**src/rtl/spi_resp_pkg.sv**
```systemverilog
// Shared types and constants for the SPI register responder.
// Latency: n/a (definitions only).
// Backpressure: n/a.
package spi_resp_pkg;

  typedef enum logic [2:0] {
    IDLE,
    CMD,
    ADDR,
    DATA,
    IGNORE
  } resp_state_t;

  localparam logic [7:0] CMD_WRITE  = 8'h0A;
  localparam logic [7:0] CMD_READ   = 8'h0B;
  localparam logic [7:0] DEVID_ADDR = 8'h00;

endpackage

```
**src/rtl/spi_input_sync.sv**
```systemverilog
// Two-flop synchronizers for SCLK/MOSI/CS plus registered edge pulses.
// Latency: edge pulses appear 3 core clocks after the pin edge; mosi_bit is aligned with sclk_rise.
// Backpressure: none; CS edges are suppressed until CS has been seen high after reset.
module spi_input_sync (
  input  logic clk,
  input  logic rst_n,
  input  logic sclk_pin,
  input  logic mosi_pin,
  input  logic cs_n_pin,
  output logic sclk_rise,
  output logic sclk_fall,
  output logic mosi_bit,
  output logic cs_fall,
  output logic cs_rise,
  output logic cs_active
);

  logic       sclk_meta_q, sclk_sync_q, sclk_prev_q;
  logic       cs_meta_q, cs_sync_q, cs_prev_q;
  logic       mosi_meta_q, mosi_sync_q, mosi_q;
  logic [1:0] warm_q, warm_d;
  logic       armed_q, armed_d;
  logic       sclk_rise_q, sclk_rise_d;
  logic       sclk_fall_q, sclk_fall_d;
  logic       cs_fall_q, cs_fall_d;
  logic       cs_rise_q, cs_rise_d;
  logic       cs_active_q, cs_active_d;

  // Edge detection; CS only arms once the synchronizer holds real pin data showing CS high,
  // so a frame already in progress when reset releases is ignored.
  always_comb begin
    warm_d      = {warm_q[0], 1'b1};
    armed_d     = armed_q | (warm_q[1] & cs_sync_q);
    sclk_rise_d = sclk_sync_q & ~sclk_prev_q;
    sclk_fall_d = ~sclk_sync_q & sclk_prev_q;
    cs_fall_d   = armed_q & cs_prev_q & ~cs_sync_q;
    cs_rise_d   = armed_q & ~cs_prev_q & cs_sync_q;
    cs_active_d = armed_q & ~cs_sync_q;
  end

  // Synchronizer chains and pulse registers; CS resets to its idle (high) level.
  always_ff @(posedge clk or negedge rst_n) begin
    if (!rst_n) begin
      sclk_meta_q <= 1'b0;
      sclk_sync_q <= 1'b0;
      sclk_prev_q <= 1'b0;
      cs_meta_q   <= 1'b1;
      cs_sync_q   <= 1'b1;
      cs_prev_q   <= 1'b1;
      mosi_meta_q <= 1'b0;
      mosi_sync_q <= 1'b0;
      mosi_q      <= 1'b0;
      warm_q      <= 2'b00;
      armed_q     <= 1'b0;
      sclk_rise_q <= 1'b0;
      sclk_fall_q <= 1'b0;
      cs_fall_q   <= 1'b0;
      cs_rise_q   <= 1'b0;
      cs_active_q <= 1'b0;
    end else begin
      sclk_meta_q <= sclk_pin;
      sclk_sync_q <= sclk_meta_q;
      sclk_prev_q <= sclk_sync_q;
      cs_meta_q   <= cs_n_pin;
      cs_sync_q   <= cs_meta_q;
      cs_prev_q   <= cs_sync_q;
      mosi_meta_q <= mosi_pin;
      mosi_sync_q <= mosi_meta_q;
      mosi_q      <= mosi_sync_q;
      warm_q      <= warm_d;
      armed_q     <= armed_d;
      sclk_rise_q <= sclk_rise_d;
      sclk_fall_q <= sclk_fall_d;
      cs_fall_q   <= cs_fall_d;
      cs_rise_q   <= cs_rise_d;
      cs_active_q <= cs_active_d;
    end
  end

  assign sclk_rise = sclk_rise_q;
  assign sclk_fall = sclk_fall_q;
  assign mosi_bit  = mosi_q;
  assign cs_fall   = cs_fall_q;
  assign cs_rise   = cs_rise_q;
  assign cs_active = cs_active_q;

endmodule

```
**src/rtl/spi_register_responder.sv**
```systemverilog
// SPI mode-0 register target (0x0A write / 0x0B read, then address, then data) with write reporting.
// Latency: wr_strobe one core clock after the synchronized 8th SCLK rise of a data byte.
// Backpressure: none; SCLK up to 5 MHz. Define SPI_RESP_BURST_EN for auto-incrementing bursts.
module spi_register_responder #(
  parameter int         NUM_REGS    = 64,
  parameter logic [7:0] DEVID_VALUE = 8'hAD
) (
  input  logic       CLK100MHZ,
  input  logic       CPU_RESETN,
  input  logic       SPI_SCLK,
  input  logic       SPI_MOSI,
  input  logic       SPI_CS,
  output logic       SPI_MISO,
  output logic       wr_strobe,
  output logic [7:0] wr_addr,
  output logic [7:0] wr_data,
  output logic       busy,
  output logic       frame_err
);

  import spi_resp_pkg::*;

  localparam int AW = (NUM_REGS > 1) ? $clog2(NUM_REGS) : 1;

  logic sclk_rise, sclk_fall, mosi_bit, cs_fall, cs_rise, cs_active;

  spi_input_sync u_sync (
    .clk       (CLK100MHZ),
    .rst_n     (CPU_RESETN),
    .sclk_pin  (SPI_SCLK),
    .mosi_pin  (SPI_MOSI),
    .cs_n_pin  (SPI_CS),
    .sclk_rise (sclk_rise),
    .sclk_fall (sclk_fall),
    .mosi_bit  (mosi_bit),
    .cs_fall   (cs_fall),
    .cs_rise   (cs_rise),
    .cs_active (cs_active)
  );

  resp_state_t state_q, state_d;
  logic [2:0]  bit_cnt_q, bit_cnt_d;
  logic [6:0]  shift_q, shift_d;
  logic        is_read_q, is_read_d;
  logic [7:0]  addr_ptr_q, addr_ptr_d;
  logic [7:0]  miso_sh_q, miso_sh_d;
  logic        miso_en_q, miso_en_d;
  logic        wr_strobe_q, wr_strobe_d;
  logic [7:0]  wr_addr_q, wr_addr_d;
  logic [7:0]  wr_data_q, wr_data_d;
  logic        frame_err_q, frame_err_d;

  logic [7:0]    reg_file_q [NUM_REGS];
  logic          reg_we;
  logic [AW-1:0] reg_wa;
  logic [7:0]    byte_in;
  logic [7:0]    rd_addr_byte;
  logic          addr_writable;

  // Address 0 is the fixed device ID; anything past the implemented range reads as zero.
  function automatic logic [7:0] rd_byte(input logic [7:0] a);
    if (a == DEVID_ADDR) begin
      return DEVID_VALUE;
    end else if (32'(a) < NUM_REGS) begin
      return reg_file_q[a[AW-1:0]];
    end else begin
      return 8'h00;
    end
  endfunction

  assign byte_in       = {shift_q, mosi_bit};
  assign rd_addr_byte  = rd_byte(byte_in);
  assign addr_writable = (addr_ptr_q != DEVID_ADDR) && (32'(addr_ptr_q) < NUM_REGS);

`ifdef SPI_RESP_BURST_EN
  logic [7:0] addr_next;
  logic [7:0] rd_next_byte;
  assign addr_next    = addr_ptr_q + 8'd1;
  assign rd_next_byte = rd_byte(addr_next);
`endif

  // Frame FSM: byte assembly, command decode, register commit and MISO shifter control.
  always_comb begin
    state_d     = state_q;
    bit_cnt_d   = bit_cnt_q;
    shift_d     = shift_q;
    is_read_d   = is_read_q;
    addr_ptr_d  = addr_ptr_q;
    miso_sh_d   = miso_sh_q;
    miso_en_d   = miso_en_q;
    wr_strobe_d = 1'b0;
    wr_addr_d   = wr_addr_q;
    wr_data_d   = wr_data_q;
    frame_err_d = 1'b0;
    reg_we      = 1'b0;
    reg_wa      = addr_ptr_q[AW-1:0];

    if (cs_rise) begin
      // CS deassertion wins over any coincident SCLK edge; a partial byte is dropped.
      state_d     = IDLE;
      bit_cnt_d   = 3'd0;
      miso_en_d   = 1'b0;
      miso_sh_d   = 8'h00;
      frame_err_d = (bit_cnt_q != 3'd0);
    end else if (state_q == IDLE) begin
      if (cs_fall) begin
        state_d   = CMD;
        bit_cnt_d = 3'd0;
        shift_d   = 7'd0;
      end
    end else begin
      // No shift on the fall that follows a byte boundary: the freshly loaded MSB must
      // stay on the pin for the first rise of the next byte.
      if (sclk_fall && (bit_cnt_q != 3'd0)) begin
        miso_sh_d = {miso_sh_q[6:0], 1'b0};
      end
      if (sclk_rise) begin
        shift_d   = byte_in[6:0];
        bit_cnt_d = bit_cnt_q + 3'd1;
        if (bit_cnt_q == 3'd7) begin
          case (state_q)
            CMD: begin
              if ((byte_in == CMD_WRITE) || (byte_in == CMD_READ)) begin
                state_d   = ADDR;
                is_read_d = (byte_in == CMD_READ);
              end else begin
                state_d = IGNORE;
              end
            end
            ADDR: begin
              state_d    = DATA;
              addr_ptr_d = byte_in;
              if (is_read_q) begin
                miso_sh_d = rd_addr_byte;
                miso_en_d = 1'b1;
              end
            end
            DATA: begin
              if (!is_read_q) begin
                reg_we      = addr_writable;
                wr_strobe_d = 1'b1;
                wr_addr_d   = addr_ptr_q;
                wr_data_d   = byte_in;
              end
`ifdef SPI_RESP_BURST_EN
              addr_ptr_d = addr_next;
              if (is_read_q) begin
                miso_sh_d = rd_next_byte;
              end
`else
              state_d   = IGNORE;
              miso_en_d = 1'b0;
`endif
            end
            default: begin
              miso_en_d = 1'b0;
            end
          endcase
        end
      end
    end
  end

  // Single state register for the FSM and its registered outputs.
  always_ff @(posedge CLK100MHZ or negedge CPU_RESETN) begin
    if (!CPU_RESETN) begin
      state_q     <= IDLE;
      bit_cnt_q   <= 3'd0;
      shift_q     <= 7'd0;
      is_read_q   <= 1'b0;
      addr_ptr_q  <= 8'h00;
      miso_sh_q   <= 8'h00;
      miso_en_q   <= 1'b0;
      wr_strobe_q <= 1'b0;
      wr_addr_q   <= 8'h00;
      wr_data_q   <= 8'h00;
      frame_err_q <= 1'b0;
    end else begin
      state_q     <= state_d;
      bit_cnt_q   <= bit_cnt_d;
      shift_q     <= shift_d;
      is_read_q   <= is_read_d;
      addr_ptr_q  <= addr_ptr_d;
      miso_sh_q   <= miso_sh_d;
      miso_en_q   <= miso_en_d;
      wr_strobe_q <= wr_strobe_d;
      wr_addr_q   <= wr_addr_d;
      wr_data_q   <= wr_data_d;
      frame_err_q <= frame_err_d;
    end
  end

  // Register file, cleared by reset; slot 0 is never written (device ID is a constant).
  always_ff @(posedge CLK100MHZ or negedge CPU_RESETN) begin
    if (!CPU_RESETN) begin
      for (int i = 0; i < NUM_REGS; i++) begin
        reg_file_q[i] <= 8'h00;
      end
    end else if (reg_we) begin
      reg_file_q[reg_wa] <= byte_in;
    end
  end

  assign SPI_MISO  = miso_sh_q[7] & miso_en_q & ~SPI_CS;
  assign wr_strobe = wr_strobe_q;
  assign wr_addr   = wr_addr_q;
  assign wr_data   = wr_data_q;
  assign busy      = cs_active;
  assign frame_err = frame_err_q;

endmodule

```
**config.mk**
```make
export PLATFORM = sky130hd
export DESIGN_NAME = spi_register_responder
export DESIGN_NICKNAME = d
export VERILOG_FILES = /design/src/rtl/spi_resp_pkg.sv /design/src/rtl/spi_input_sync.sv /design/src/rtl/spi_register_responder.sv
export SDC_FILE = /design/constraint.sdc
export NUM_CORES = 1
export LEC_CHECK = 0
export ABC_AREA = 1
export ABC_CLOCK_PERIOD_IN_PS = 5400
export BUFFER_PORTS_ARGS = -buffer_cell sky130_fd_sc_hd__buf_2
export CAP_MARGIN = 25
export CELL_PAD_IN_SITES_DETAIL_PLACEMENT = 1
export CELL_PAD_IN_SITES_GLOBAL_PLACEMENT = 2
export CORE_MARGIN = 4
export CORE_UTILIZATION = 42
export CTS_CLUSTER_DIAMETER = 30
export DETAILED_ROUTE_END_ITERATION = 16
export PLACE_DENSITY_LB_ADDON = 0.1
export RECOVER_POWER = 100
export SLEW_MARGIN = 40
export SYNTH_ARGS = -nofsm -noshare
export SYNTH_HDL_FRONTEND = slang
export SYNTH_SLANG_ARGS = --single-unit
```
**constraint.sdc**
```tcl
create_clock -name CLK100MHZ -period 5.4 [get_ports CLK100MHZ]
set_clock_uncertainty 0.2 [all_clocks]
set_input_delay 0.54 -clock CLK100MHZ [delete_from_list [all_inputs] [get_ports CLK100MHZ]]
set_output_delay 0.54 -clock CLK100MHZ [all_outputs]
set_load 0.05 [all_outputs]
```
==> flow_metrics.py <==
metrics = {
    "outcome": {
        "status": "complete, but fails checks",
        "violations": "capacitance limit, slew limit",
    },
    "timing": {
        "setup_slack_ps": 658,
        "period_needed_ps": 4740,
        "max_slew_margin_pct": -148,
        "finalCritPeriodShare_pct": 87.8,
        "fmax_mhz": 211,
        "rsz0062_at_grt": "false",
        "finalHoldViolCount": 0,
        "setup_viol": 0,
        "tightest_slew_ps": 3710,
        "slew_viol_final": 200,
        "setup-tns-final_ps": 0,
    },
    "grt": {
        "track_usage_pct": 28.5,
        "grt_pass1_wl_um": 148000,
        "grt_overflow": 0,
        "grt_antenna_before_repair": 0,
        "grt_start_max_net_pins": 127,
        "grt_pass1_vias": 25000,
    },
    "final_layout": {
        "diodes": 0,
        "drive_above_1_share_pct": 10.0,
        "syn2layout_area_growth_pct": 22.8,
        "nets": 3213,
        "final_util_pct": 52.0,
        "design_area_um2": 32100,
    },
    "worst_setup_path": {
        "startpoint_type": "flip-flop",
        "cp_max_fo": 101,
        "critPathKind": "flip-flop to flip-flop",
        "cp.arrival_ps": 5130,
        "required_ps": 5790,
        "crit_path_end_kind": "flip-flop",
    },
    "logic_synthesis": {
        "yosys_warnings": 0,
        "synth_seq_area_share_pct": 55.4,
        "syn_area_per_cell_um2": 8.15,
        "syn-cell-area_um2": 26100,
        "synth.distinct_cells": 40,
        "synth_seq_cells": 578,
        "yosys.area.top_type": "dfrtp_1",
        "syn_inst": 3204,
        "ys_top_cells_by_area": "dfrtp_1 (55%), nand2_1 (16%), o21ai_0 (12%), nor2_1 (3.0%), clkbuf_1 (2.6%)",
        "synth_fp_nets": 3212,
        "synth_top_area_share_pct": 55.1,
    },
    "floorplanning": {
        "die_w_um": 257,
        "dieHeight_um": 257,
        "core_area_um2": 61600,
        "initial_utilization_pct": 42.4,
        "die_area_um2": 66200,
        "row_count": 91,
        "num_io_pins": 25,
    },
    "power_and_ir_drop": {
        "p_per_area_nw_per_um2": 516,
        "p_leak_uw": 0.0144,
        "power_frac_comb_pct": 16.6,
        "p_switching_uw": 5160,
        "ir_drop_mv": 0.296,
        "clkPwrFrac_pct": 56.1,
        "swShare_pct": 31.2,
        "p_int_uw": 11400,
        "finalPower_uw": 16500,
        "seqPwrFrac_pct": 27.3,
    },
    "place": {
        "place_ws_ps": 1260,
        "place_congestion": 0.810,
        "placed_cell_area_um2": 26900,
        "hpwlAfterDp_um": 53900,
        "numPortBuffers": 24,
    },
    "worst_hold_path": {
        "worstHoldPathType": "flip-flop to flip-flop",
    },
    "route": {
        "wl_um": 93700,
        "wl_per_cell_um": 22.5,
        "first_iter_violations": 1808,
        "route.detailed.drc": 0,
        "firstDrtPassIters": 5,
        "via_per_inst": 5.51,
        "ant_nets": 0,
        "via_count": 23000,
    },
    "clocking": {
        "clock_path_buffers": 3,
        "path_clk_slew_ps": 50,
        "cts_tree": "done",
        "cts_sinks": 578,
        "htree_num_levels": 4,
        "clock_latency_ps": 720,
        "ctsResizeCount": 0,
        "cts_buffers": 151,
        "cts_root_buf": "clkbuf_16",
    },
    "run": {
        "maxCapViolCount": 3,
    },
}
layer usage:
layer	global-route usage, %	vias to the layer above	part of all wire (%)
met5	0	-	0
met4	9.96	0	2.7
met3	4.91	154	4.5
met2	46.2	550	47
met1	38.9	11700	46
li1	-	10500	-
flip-flops by register name (all words and copies together), names as in the netlist, 2 cells and up:
name           cells
reg_file_q       512
addr_ptr_q         8
miso_sh_q          8
wr_addr            8
wr_data            8
shift_q            7
bit_cnt_q          3
state_q            3
u_sync.warm_q      2
critical path: stages, from the launching register on:
cell and delay (ps):
dfrtp_4 500, buf_12 350, buf_6 770, nor2_1 110
clkbuf_4 910, a22oi_1 490, o21ai_0 270, nand2_1 120
nand3_1 100, nor2_1 290, nor2_1 90, nand2_1 100
nand2_1 50, nand2_1 50, nand2_1 50
cells by family after synthesis:
group | synth area share (%)
buffers and inverters | 5.35
other | 0.0144
and+or+nand+nor | 23.0
DFF | 55.4
AOI/OAI and AO/OA | 15.9
adders and majority gates | 0.144
muxes | 0.153
cell usage in the layout, fill, tap and decap left out, types with 39 or more instances in the layout:
cell type / count
inv_1: 116
clkbuf_16: 152
nand2_1: 1117
nor2_1: 206
nand3_1: 92
a22oi_1: 39
o211ai_1: 40
dfrtp_1: 573
clkbuf_1: 56
o21ai_0: 643
a21oi_1: 41
cell usage after synthesis:
master,number
ha_1,3
buf_1,5
a21oi_1,41
nor2_2,3
nand3_2,1
clkbuf_1,181
a31oi_1,3
o21ai_0,619
clkinv_1,5
o221ai_1,1
nand3_1,93
a211oi_1,2
o2bb2ai_1,1
o41ai_1,1
nor4_4,1
inv_1,119
nor2_1,206
o211ai_1,40
o21ai_1,26
o22ai_1,1
or2_4,1
nand4_4,10
or2_2,13
o2111ai_1,1
nand2_1,1116
buf_2,42
dfstp_2,3
nand4_1,23
o31ai_1,3
buf_6,1
mux2i_1,4
nor3_1,10
inv_2,3
dfrtp_1,575
nand3b_1,2
nor4_1,1
a22o_1,3
a22oi_1,39
nand2_2,1
conb_1,1
final cells by class:
class / instances / area [um^2]
Clock buffer: 201 / 4160
Multi-Input combinational cell: 2270 / 10100
Timing Repair Buffer: 77 / 639
Sequential cell: 578 / 14500
Fill cell: 7116 / 29500
Clock inverter: 81 / 1150
Tap cell: 837 / 1050
Inverter: 127 / 485
repair_timing:
item                                   in CTS  in global routing
endpoints found under the hold margin      55                  0
setup buffers                               0                  0
hold buffers                                4                  0
power by group through the flow:
stage / Sequential (uW) / Combinational [uW] / Clock (uW)
floorplan: 4520 / 1400 / 0
global placement: 4570 / 2680 / 0
detailed placement: 4570 / 2720 / 0
CTS: 4510 / 2750 / 9380
global route: 4510 / 2930 / 9680
finish: 4510 / 2750 / 9280
metrics by stage:
stage               hold WS, ps  std cells
finish                      151       4171
detailed placement          139       3884
CTS                         151       4170
global placement            134       3881
global route                155       4171
floorplan                  44.4       3204
worst paths after layout:
path	start	to	slack, ps	depth (start not counted)
setup / recovery	u_sync.mosi_bit	miso_sh_q[1]	660	14
hold / removal	u_sync.sclk_meta_q	u_sync.sclk_sync_q	150	0
setup reg to reg	u_sync.mosi_bit	miso_sh_q[1]	660	14
hold reg to reg	u_sync.sclk_meta_q	u_sync.sclk_sync_q	150	0
max in group asynchronous	CPU_RESETN	reg_file_q[344]	1300	4
min in group asynchronous	CPU_RESETN	reg_file_q[176]	1480	2
No activity file was read; power rests on OpenSTA's default activity.
